[config.mk]
export PLATFORM = sky130hd
export DESIGN_NAME = swap_initiator_flat
export DESIGN_NICKNAME = d
export VERILOG_FILES = /design/src/rtl/swap_initiator_pkg.sv /design/src/rtl/swap_initiator_if.sv /design/src/rtl/swap_initiator_tmo_cnt.sv /design/src/rtl/swap_initiator.sv /design/src/flat_wrapper.sv
export SDC_FILE = /design/constraint.sdc
export NUM_CORES = 1
export LEC_CHECK = 0
export CAP_MARGIN = 25
export CORE_UTILIZATION = 45
export DETAILED_ROUTE_END_ITERATION = 16
export PLACE_DENSITY = 0.8
export SKIP_LAST_GASP = 1
export SYNTH_ARGS = -nofsm -noshare
export SYNTH_HDL_FRONTEND = slang
export SYNTH_SLANG_ARGS = --single-unit
[constraint.sdc]
create_clock -name Clock -period 2.3 [get_ports Clock]
set_clock_uncertainty 0.15 [all_clocks]
set_input_delay 0.46 -clock Clock [delete_from_list [all_inputs] [get_ports Clock]]
set_output_delay 0.46 -clock Clock [all_outputs]
set_load 0.005 [all_outputs]
[src/rtl/swap_initiator_pkg.sv]
// Shared definitions for the swap initiator slice.
// Contents: FSM state encoding (3 bits), default width and timeout constants,
// and a helper that maps a load state onto the RinExt1..3 enables.
package swap_initiator_pkg;

    typedef enum logic [2:0] {
        ST_IDLE = 3'd0,
        ST_LD1  = 3'd1,
        ST_LD2  = 3'd2,
        ST_LD3  = 3'd3,
        ST_TRIG = 3'd4,
        ST_WAIT = 3'd5,
        ST_CAPT = 3'd6
    } state_e;

    localparam int DEFAULT_N   = 8;
    localparam int DEFAULT_TMO = 15;

    // Bit 0 drives RinExt1, bit 1 RinExt2, bit 2 RinExt3; never more than one set.
    function automatic logic [2:0] ld_enables(input state_e st);
        logic [2:0] en;
        case (st)
            ST_LD1:  en = 3'b001;
            ST_LD2:  en = 3'b010;
            ST_LD3:  en = 3'b100;
            default: en = 3'b000;
        endcase
        return en;
    endfunction

endpackage

[src/rtl/swap_initiator_if.sv]
// Load/trigger bus between the swap initiator and one swap datapath.
// Signals:
//   Data     initiator -> datapath  operand being loaded
//   RinExt1..3 initiator -> datapath  per-register load enables
//   w        initiator -> datapath  swap trigger
//   Done     datapath -> initiator  high during the final swap step
//   R1..R3   datapath -> initiator  current register contents
// Modports: master = initiator side, slave = datapath side.
interface swap_initiator_if #(
    parameter int n = 8
) ();

    logic [n-1:0] Data;
    logic         RinExt1;
    logic         RinExt2;
    logic         RinExt3;
    logic         w;
    logic         Done;
    logic [n-1:0] R1;
    logic [n-1:0] R2;
    logic [n-1:0] R3;

    modport master (
        output Data, RinExt1, RinExt2, RinExt3, w,
        input  Done, R1, R2, R3
    );

    modport slave (
        input  Data, RinExt1, RinExt2, RinExt3, w,
        output Done, R1, R2, R3
    );

endinterface

[src/rtl/swap_initiator_tmo_cnt.sv]
// Module swap_tmo_cnt: WAIT-state timeout counter.
// Ports:
//   Clock, Resetn  clock and asynchronous active-low reset
//   clr_i          synchronous clear (takes priority over en_i)
//   en_i           count enable, one increment per enabled cycle
//   tc_o           high while the count equals TMO-1
// The count saturates at TMO-1 so it can never wrap back below the terminal value.
module swap_tmo_cnt #(
    parameter int TMO = 15
) (
    input  logic Clock,
    input  logic Resetn,
    input  logic clr_i,
    input  logic en_i,
    output logic tc_o
);

    localparam int            CW     = (TMO > 2) ? $clog2(TMO) : 1;
    localparam logic [CW-1:0] TC_VAL = CW'(TMO - 1);
    localparam logic [CW-1:0] ONE    = CW'(1);

    logic [CW-1:0] cnt_q;
    logic [CW-1:0] cnt_d;

    // Next count: clear, saturating increment, or hold.
    always_comb begin
        cnt_d = cnt_q;
        if (clr_i) begin
            cnt_d = {CW{1'b0}};
        end else if (en_i && (cnt_q != TC_VAL)) begin
            cnt_d = cnt_q + ONE;
        end else begin
            cnt_d = cnt_q;
        end
    end

    // Count register.
    always_ff @(posedge Clock or negedge Resetn) begin
        if (!Resetn) begin
            cnt_q <= {CW{1'b0}};
        end else begin
            cnt_q <= cnt_d;
        end
    end

    assign tc_o = (cnt_q == TC_VAL);

endmodule

[src/rtl/swap_initiator.sv]
// Host-side swap initiator. Takes one command (three operands), loads them into
// the datapath's R1/R2/R3 on consecutive cycles, pulses w, waits for Done (or a
// timeout), then returns the captured registers with a one-cycle rsp_valid.
// Host ports:
//   start        command strobe, sampled only when idle
//   in_a/b/c     operands for R1/R2/R3
//   busy         high whenever a command is in progress
//   rsp_valid    one-cycle response strobe
//   rsp_err      1 = timeout (only meaningful with rsp_valid)
//   out_r1..3    captured R1..R3 (unchanged by a timeout)
// Datapath side: bus (swap_initiator_if.master).
module swap_initiator
    import swap_initiator_pkg::*;
#(
    parameter int n   = DEFAULT_N,
    parameter int TMO = DEFAULT_TMO
) (
    input  logic             Resetn,
    input  logic             Clock,
    input  logic             start,
    input  logic [n-1:0]     in_a,
    input  logic [n-1:0]     in_b,
    input  logic [n-1:0]     in_c,
    output logic             busy,
    output logic             rsp_valid,
    output logic             rsp_err,
    output logic [n-1:0]     out_r1,
    output logic [n-1:0]     out_r2,
    output logic [n-1:0]     out_r3,
    swap_initiator_if.master bus
);

    state_e       state_q;
    logic [n-1:0] op_a_q;
    logic [n-1:0] op_b_q;
    logic [n-1:0] op_c_q;
    logic [n-1:0] out_r1_q;
    logic [n-1:0] out_r2_q;
    logic [n-1:0] out_r3_q;
    logic         rsp_valid_q;
    logic         rsp_err_q;

    logic         tmo_tc_s;
    logic [n-1:0] data_s;
    logic [2:0]   rin_s;
    logic         w_s;

    swap_tmo_cnt #(
        .TMO (TMO)
    ) u_tmo_cnt (
        .Clock  (Clock),
        .Resetn (Resetn),
        .clr_i  (state_q == ST_TRIG),
        .en_i   (state_q == ST_WAIT),
        .tc_o   (tmo_tc_s)
    );

    // Sequencer: state, operand latch, result capture and response strobe.
    always_ff @(posedge Clock or negedge Resetn) begin
        if (!Resetn) begin
            state_q     <= ST_IDLE;
            op_a_q      <= {n{1'b0}};
            op_b_q      <= {n{1'b0}};
            op_c_q      <= {n{1'b0}};
            out_r1_q    <= {n{1'b0}};
            out_r2_q    <= {n{1'b0}};
            out_r3_q    <= {n{1'b0}};
            rsp_valid_q <= 1'b0;
            rsp_err_q   <= 1'b0;
        end else begin
            // The response strobe lasts one cycle unless re-raised below.
            rsp_valid_q <= 1'b0;
            rsp_err_q   <= 1'b0;
            case (state_q)
                ST_IDLE: begin
                    if (start) begin
                        op_a_q  <= in_a;
                        op_b_q  <= in_b;
                        op_c_q  <= in_c;
                        state_q <= ST_LD1;
                    end else begin
                        state_q <= ST_IDLE;
                    end
                end
                ST_LD1:  state_q <= ST_LD2;
                ST_LD2:  state_q <= ST_LD3;
                ST_LD3:  state_q <= ST_TRIG;
                ST_TRIG: state_q <= ST_WAIT;
                ST_WAIT: begin
                    // Done is checked first so it wins over a coincident timeout.
                    if (bus.Done) begin
                        state_q <= ST_CAPT;
                    end else if (tmo_tc_s) begin
                        state_q     <= ST_IDLE;
                        rsp_valid_q <= 1'b1;
                        rsp_err_q   <= 1'b1;
                    end else begin
                        state_q <= ST_WAIT;
                    end
                end
                ST_CAPT: begin
                    out_r1_q    <= bus.R1;
                    out_r2_q    <= bus.R2;
                    out_r3_q    <= bus.R3;
                    rsp_valid_q <= 1'b1;
                    rsp_err_q   <= 1'b0;
                    state_q     <= ST_IDLE;
                end
                default: state_q <= ST_IDLE;
            endcase
        end
    end

    // Datapath drive decoded from the state alone.
    always_comb begin
        data_s = {n{1'b0}};
        rin_s  = ld_enables(state_q);
        w_s    = 1'b0;
        case (state_q)
            ST_LD1:  data_s = op_a_q;
            ST_LD2:  data_s = op_b_q;
            ST_LD3:  data_s = op_c_q;
            ST_TRIG: w_s    = 1'b1;
            default: begin
                data_s = {n{1'b0}};
                w_s    = 1'b0;
            end
        endcase
    end

    assign bus.Data    = data_s;
    assign bus.RinExt1 = rin_s[0];
    assign bus.RinExt2 = rin_s[1];
    assign bus.RinExt3 = rin_s[2];
    assign bus.w       = w_s;

    assign busy      = (state_q != ST_IDLE);
    assign rsp_valid = rsp_valid_q;
    assign rsp_err   = rsp_err_q;
    assign out_r1    = out_r1_q;
    assign out_r2    = out_r2_q;
    assign out_r3    = out_r3_q;

endmodule
[src/flat_wrapper.sv]
// flat-port wrapper written by rule: the top's interface ports become plain ports
module swap_initiator_flat import swap_initiator_pkg::*;
#(
    parameter int n   = DEFAULT_N,
    parameter int TMO = DEFAULT_TMO
)
  (Resetn, Clock, start, in_a, in_b, in_c, busy, rsp_valid, rsp_err, out_r1, out_r2, out_r3, bus_Data, bus_RinExt1, bus_RinExt2, bus_RinExt3, bus_w, bus_Done, bus_R1, bus_R2, bus_R3);
  swap_initiator_if #(.n(n)) bus_i ();
  input  logic Resetn;
  input  logic Clock;
  input  logic start;
  input  logic [n-1:0] in_a;
  input  logic [n-1:0] in_b;
  input  logic [n-1:0] in_c;
  output logic busy;
  output logic rsp_valid;
  output logic rsp_err;
  output logic [n-1:0] out_r1;
  output logic [n-1:0] out_r2;
  output logic [n-1:0] out_r3;
  output wire logic [$bits(bus_i.Data)-1:0] bus_Data;
  output wire logic [$bits(bus_i.RinExt1)-1:0] bus_RinExt1;
  output wire logic [$bits(bus_i.RinExt2)-1:0] bus_RinExt2;
  output wire logic [$bits(bus_i.RinExt3)-1:0] bus_RinExt3;
  output wire logic [$bits(bus_i.w)-1:0] bus_w;
  input wire logic [$bits(bus_i.Done)-1:0] bus_Done;
  input wire logic [$bits(bus_i.R1)-1:0] bus_R1;
  input wire logic [$bits(bus_i.R2)-1:0] bus_R2;
  input wire logic [$bits(bus_i.R3)-1:0] bus_R3;
  assign bus_Data = bus_i.Data;
  assign bus_RinExt1 = bus_i.RinExt1;
  assign bus_RinExt2 = bus_i.RinExt2;
  assign bus_RinExt3 = bus_i.RinExt3;
  assign bus_w = bus_i.w;
  assign bus_i.Done = bus_Done;
  assign bus_i.R1 = bus_R1;
  assign bus_i.R2 = bus_R2;
  assign bus_i.R3 = bus_R3;
  swap_initiator #(.n(n), .TMO(TMO)) u_core (.Resetn(Resetn), .Clock(Clock), .start(start), .in_a(in_a), .in_b(in_b), .in_c(in_c), .busy(busy), .rsp_valid(rsp_valid), .rsp_err(rsp_err), .out_r1(out_r1), .out_r2(out_r2), .out_r3(out_r3), .bus(bus_i));
endmodule
==> summary.md <==
| Metric | Value |
|---|---|
| Status | finished clean |
| Share of layout cells above drive strength 1 | between 30% and 40% |
| Worst-case clock buffer depth | 2 |
| Clock Tree Root | clkbuf_8 |
| Max Clk Rate | 0.4438 GHz |
| Clock latency on the worst-skew pair | between 0.3 and 0.4 ns |
| Setup CP Type | reg -> out |
| #FFs+latches synth | 57 |
| Multi-input combinational cell area | between 1000 and 1500 µm² |
| Ant. Diodes | 0 |
| P&R area growth vs syn | 50.53% |
| Max VDD drop | roughly 750 µV |
| Starting DRT DRC Count | between 40 and 50 |
| Power per cell area | approximately 1300 nW/µm² |
| Starting density of the core | 47.11% |
| Slew margin rel. | between 60% and 70% |
| I/O Buffers | 90 |
| Post-DP HPWL | just under 4 mm |
| Die height | 78.16 µm |
| Detailed Route WL | 5.970 mm |
| Hold Crit Start | u_core.out_r1[1] |
| Count of clock tree sinks | between 50 and 60 |
| Worst path required time | around 1.7 ns |
| Register area share after synthesis | 54.65% |
| Initial antenna violation count | 0 |
| Vias/cell | 5.022 |
| Hold path cells | 1 |
| Worst setup EP type | output pin |
| RSZ-0062 raised after global routing | yes |
| Mapped Area | ~2600 µm² |
| Vias in the first global route | ~1900 |
| Period minus WS final | about 2.3 ns |
| NumNets Final | approximately 350 |
| CTS tree | built |
| R2r setup slk | 0.19 ns |
| Crit path arrival time | between 1.5 and 2 ns |
| Int Pwr | about 0.0037 W |
| Comb pwr share | between 40 and 50% |
| Non-Filler Instances | about 370 |
| Slew Limit Fails | 0 |
| Worst setup SP type | flop |
| Post-route ant nets | 0 |
| Post-synth top flop | dfrtp_1 |
| Total grt overflow | 0 |
| Largest net degree at the start of global routing | 38 |
| # rows | 27 |
| Least-Margin Pin Slew | about 0.56 ns |
| EDFF count, synth | 0 |
| Clock power share | 17.3% |
| # DRC | 0 |
| Net Sw Frac | 29.47% |
| Critical Path Fanout Max | 5 |
| First-pass GRT wire length | ~9.4 mm |
| RR Startpoint | u_core.state_q[1] |
| Placed cell count | 342 |
| Worst reg2reg path depth | 8 |
| Drt wl/cell | between 15 and 20 µm |
| Layout fillers | 416 |
| TNS Setup | 0 ns |
| Yosys cell types | 30 |
| Ports | between 90 and 100 |
| Tot Pwr | 0.005221 W |
| Final hold viol count | 0 |
| Tot GR Track Use | between 20% and 30% |
| Leakage | 1.816 nW |
| Syn Inst Count | approximately 180 |
| Routability Congestion | ~0.71 |
| Hold Path End | u_core.out_r1[1] |
| H-tree levels | 3 |
| Post-synth ARST share | 100.0% |
| Synthesized area per cell | 14.42 µm² |
| Drt first pass iters | 4 |
| Reg-to-reg critical path endpoint | u_core.op_c_q[4] |
| Worst min path class | reg -> reg |
| Finish-stage setup viols | 0 |
| Seq pwr share | between 30% and 40% |
| Die ar. | between 6000 and 7000 µm² |
| Core Area | about 5500 µm² |
| Reg area | about 1400 µm² |
| Fin crit share | 97.96% |
| NetSw | roughly 0.0015 W |
| Routed via count | 1863 |
| Post-synthesis net count | approximately 240 |
| CTS Buf Count | 9 |
| Synthesis warning total | 0 |
| Die width | 78.16 µm |
| Clk slew on worst S/H paths | around 0.060 ns |
| Max_cap viols | 0 |
power by group through the flow:
stage | Sequential, W | Clock (W) | Combinational [W]
finish | 0.00177 | 0.000903 | 0.00254
global route | 0.00183 | 0.000973 | 0.00272
CTS | 0.00176 | 0.000918 | 0.00245
detailed placement | 0.00176 | 0 | 0.00229
global placement | 0.00173 | 0 | 0.00224
floorplan | 0.00172 | 0 | 0.00130
area by class of cell:
cell class / instances / share of cell area [%]
Sequential cell: 57 / 36.31
Timing Repair Buffer: 114 / 27.90
Clock buffer: 13 / 3.790
Inverter: 5 / 0.4777
Clock inverter: 3 / 1.019
Multi-Input combinational cell: 107 / 28.22
Tap cell: 72 / 2.293
placed cells by master (no fill, tap or decap), types with 2 or more instances in the layout:
cell type / netlist / layout
clkdlybuf4s50_1: 0 / 76
dfrtp_1: 57 / 57
mux2_2: 36 / 32
mux2_4: 20 / 24
buf_4: 1 / 17
clkbuf_8: 0 / 10
nor2_1: 8 / 8
nand2_1: 8 / 7
a22oi_2: 0 / 6
clkbuf_2: 0 / 6
inv_1: 5 / 4
mux2i_1: 4 / 4
nand3_1: 3 / 3
clkbuf_1: 3 / 3
dlygate4sd2_1: 0 / 3
dlymetal6s2s_1: 0 / 3
buf_6: 4 / 3
nand2_2: 1 / 2
and3_1: 2 / 2
nor3b_1: 3 / 2
a22oi_1: 8 / 2
ha_1: 2 / 2
clkinv_2: 0 / 2
buf_12: 2 / 2
how the worst max path moves through the flow:
stage	from	end	slack, ns	cells after the start
2_1_floorplan	u_core.state_q[0]	bus_Data[0]	0.51	5
3_3_place_gp	u_core.state_q[0]	bus_w	0.14	4
3_5_place_dp	u_core.state_q[0]	bus_Data[4]	0.13	6
4_1_cts	u_core.state_q[0]	bus_Data[7]	-0.08	6
5_1_grt	u_core.state_q[0]	bus_Data[5]	-0.08	6
6_report	u_core.state_q[0]	bus_Data[5]	0.05	6
state kept, by name, summed over array words and instances, names as in the netlist:
register / count
u_core.op_b_q: 8
u_core.out_r1: 8
u_core.out_r2: 8
u_core.op_a_q: 8
u_core.rsp_err: 1
u_core.state_q: 3
u_core.u_tmo_cnt.cnt_q: 4
u_core.op_c_q: 8
u_core.out_r3: 8
u_core.rsp_valid: 1
critical path, stage by stage (launching register included):
cell and delay, ns:
dfrtp_1 0.39, buf_6 0.15, buf_6 0.12, mux2_2 0.32
a22oi_1 0.15, nor2_1 0.06, clkbuf_2 0.12
cells in the mapped netlist, types with 3 or more instances:
| cell | n | area (µm²) |
|---|---|---|
| mux2_4 | 20 | 300.3 |
| nand2_1 | 8 | 30.03 |
| clkbuf_1 | 3 | 11.26 |
| buf_6 | 4 | 45.04 |
| nor3b_1 | 3 | 22.52 |
| dfrtp_1 | 57 | 1426 |
| nand3_1 | 3 | 15.01 |
| mux2i_1 | 4 | 40.04 |
| nor2_1 | 8 | 30.03 |
| inv_1 | 5 | 18.77 |
| mux2_2 | 36 | 405.4 |
| a22oi_1 | 8 | 60.06 |
timing repair:
item | CTS | global route
pin swaps | 0 | 10
setup endpoints to repair | 12 | 11
buffers inserted | 9 | 3
gates resized for setup | 22 | 24
endpoints found under the hold margin | 20 | 0
hold buffers | 1 | 0
kinds of logic after synthesis:
group / Yosys count / synth area share [%]
buffers and inverters: 17 / 5.082
muxes: 60 / 28.57
AOI/OAI and AO/OA: 12 / 3.404
adders and majority gates: 2 / 0.9586
DFF: 57 / 54.65
and+or+nand+nor: 33 / 7.335
stage by stage:
stage | hold slack, ns | cell area, µm² | util, % | setup WS [ns]
after CTS | 0.3299 | 3887 | 70.17 | -0.08058
after global placement | 0.2942 | 3577 | 64.57 | 0.1397
after global routing | 0.3665 | 3929 | 70.91 | -0.07880
final | 0.3527 | 3929 | 70.91 | 0.04691
after floorplan | 0.01441 | 2610 | - | 0.5141
after detailed placement | 0.2896 | 3577 | 64.57 | 0.1327
routing by layer:
metal,track usage [%],up-vias,share of wire [%]
li1,-,865,-
met1,25.04,899,42
met2,34.82,85,49
met3,4.767,14,6.8
met4,11.11,0,2.3
met5,0,-,0
(Power assumes the default switching activity.)
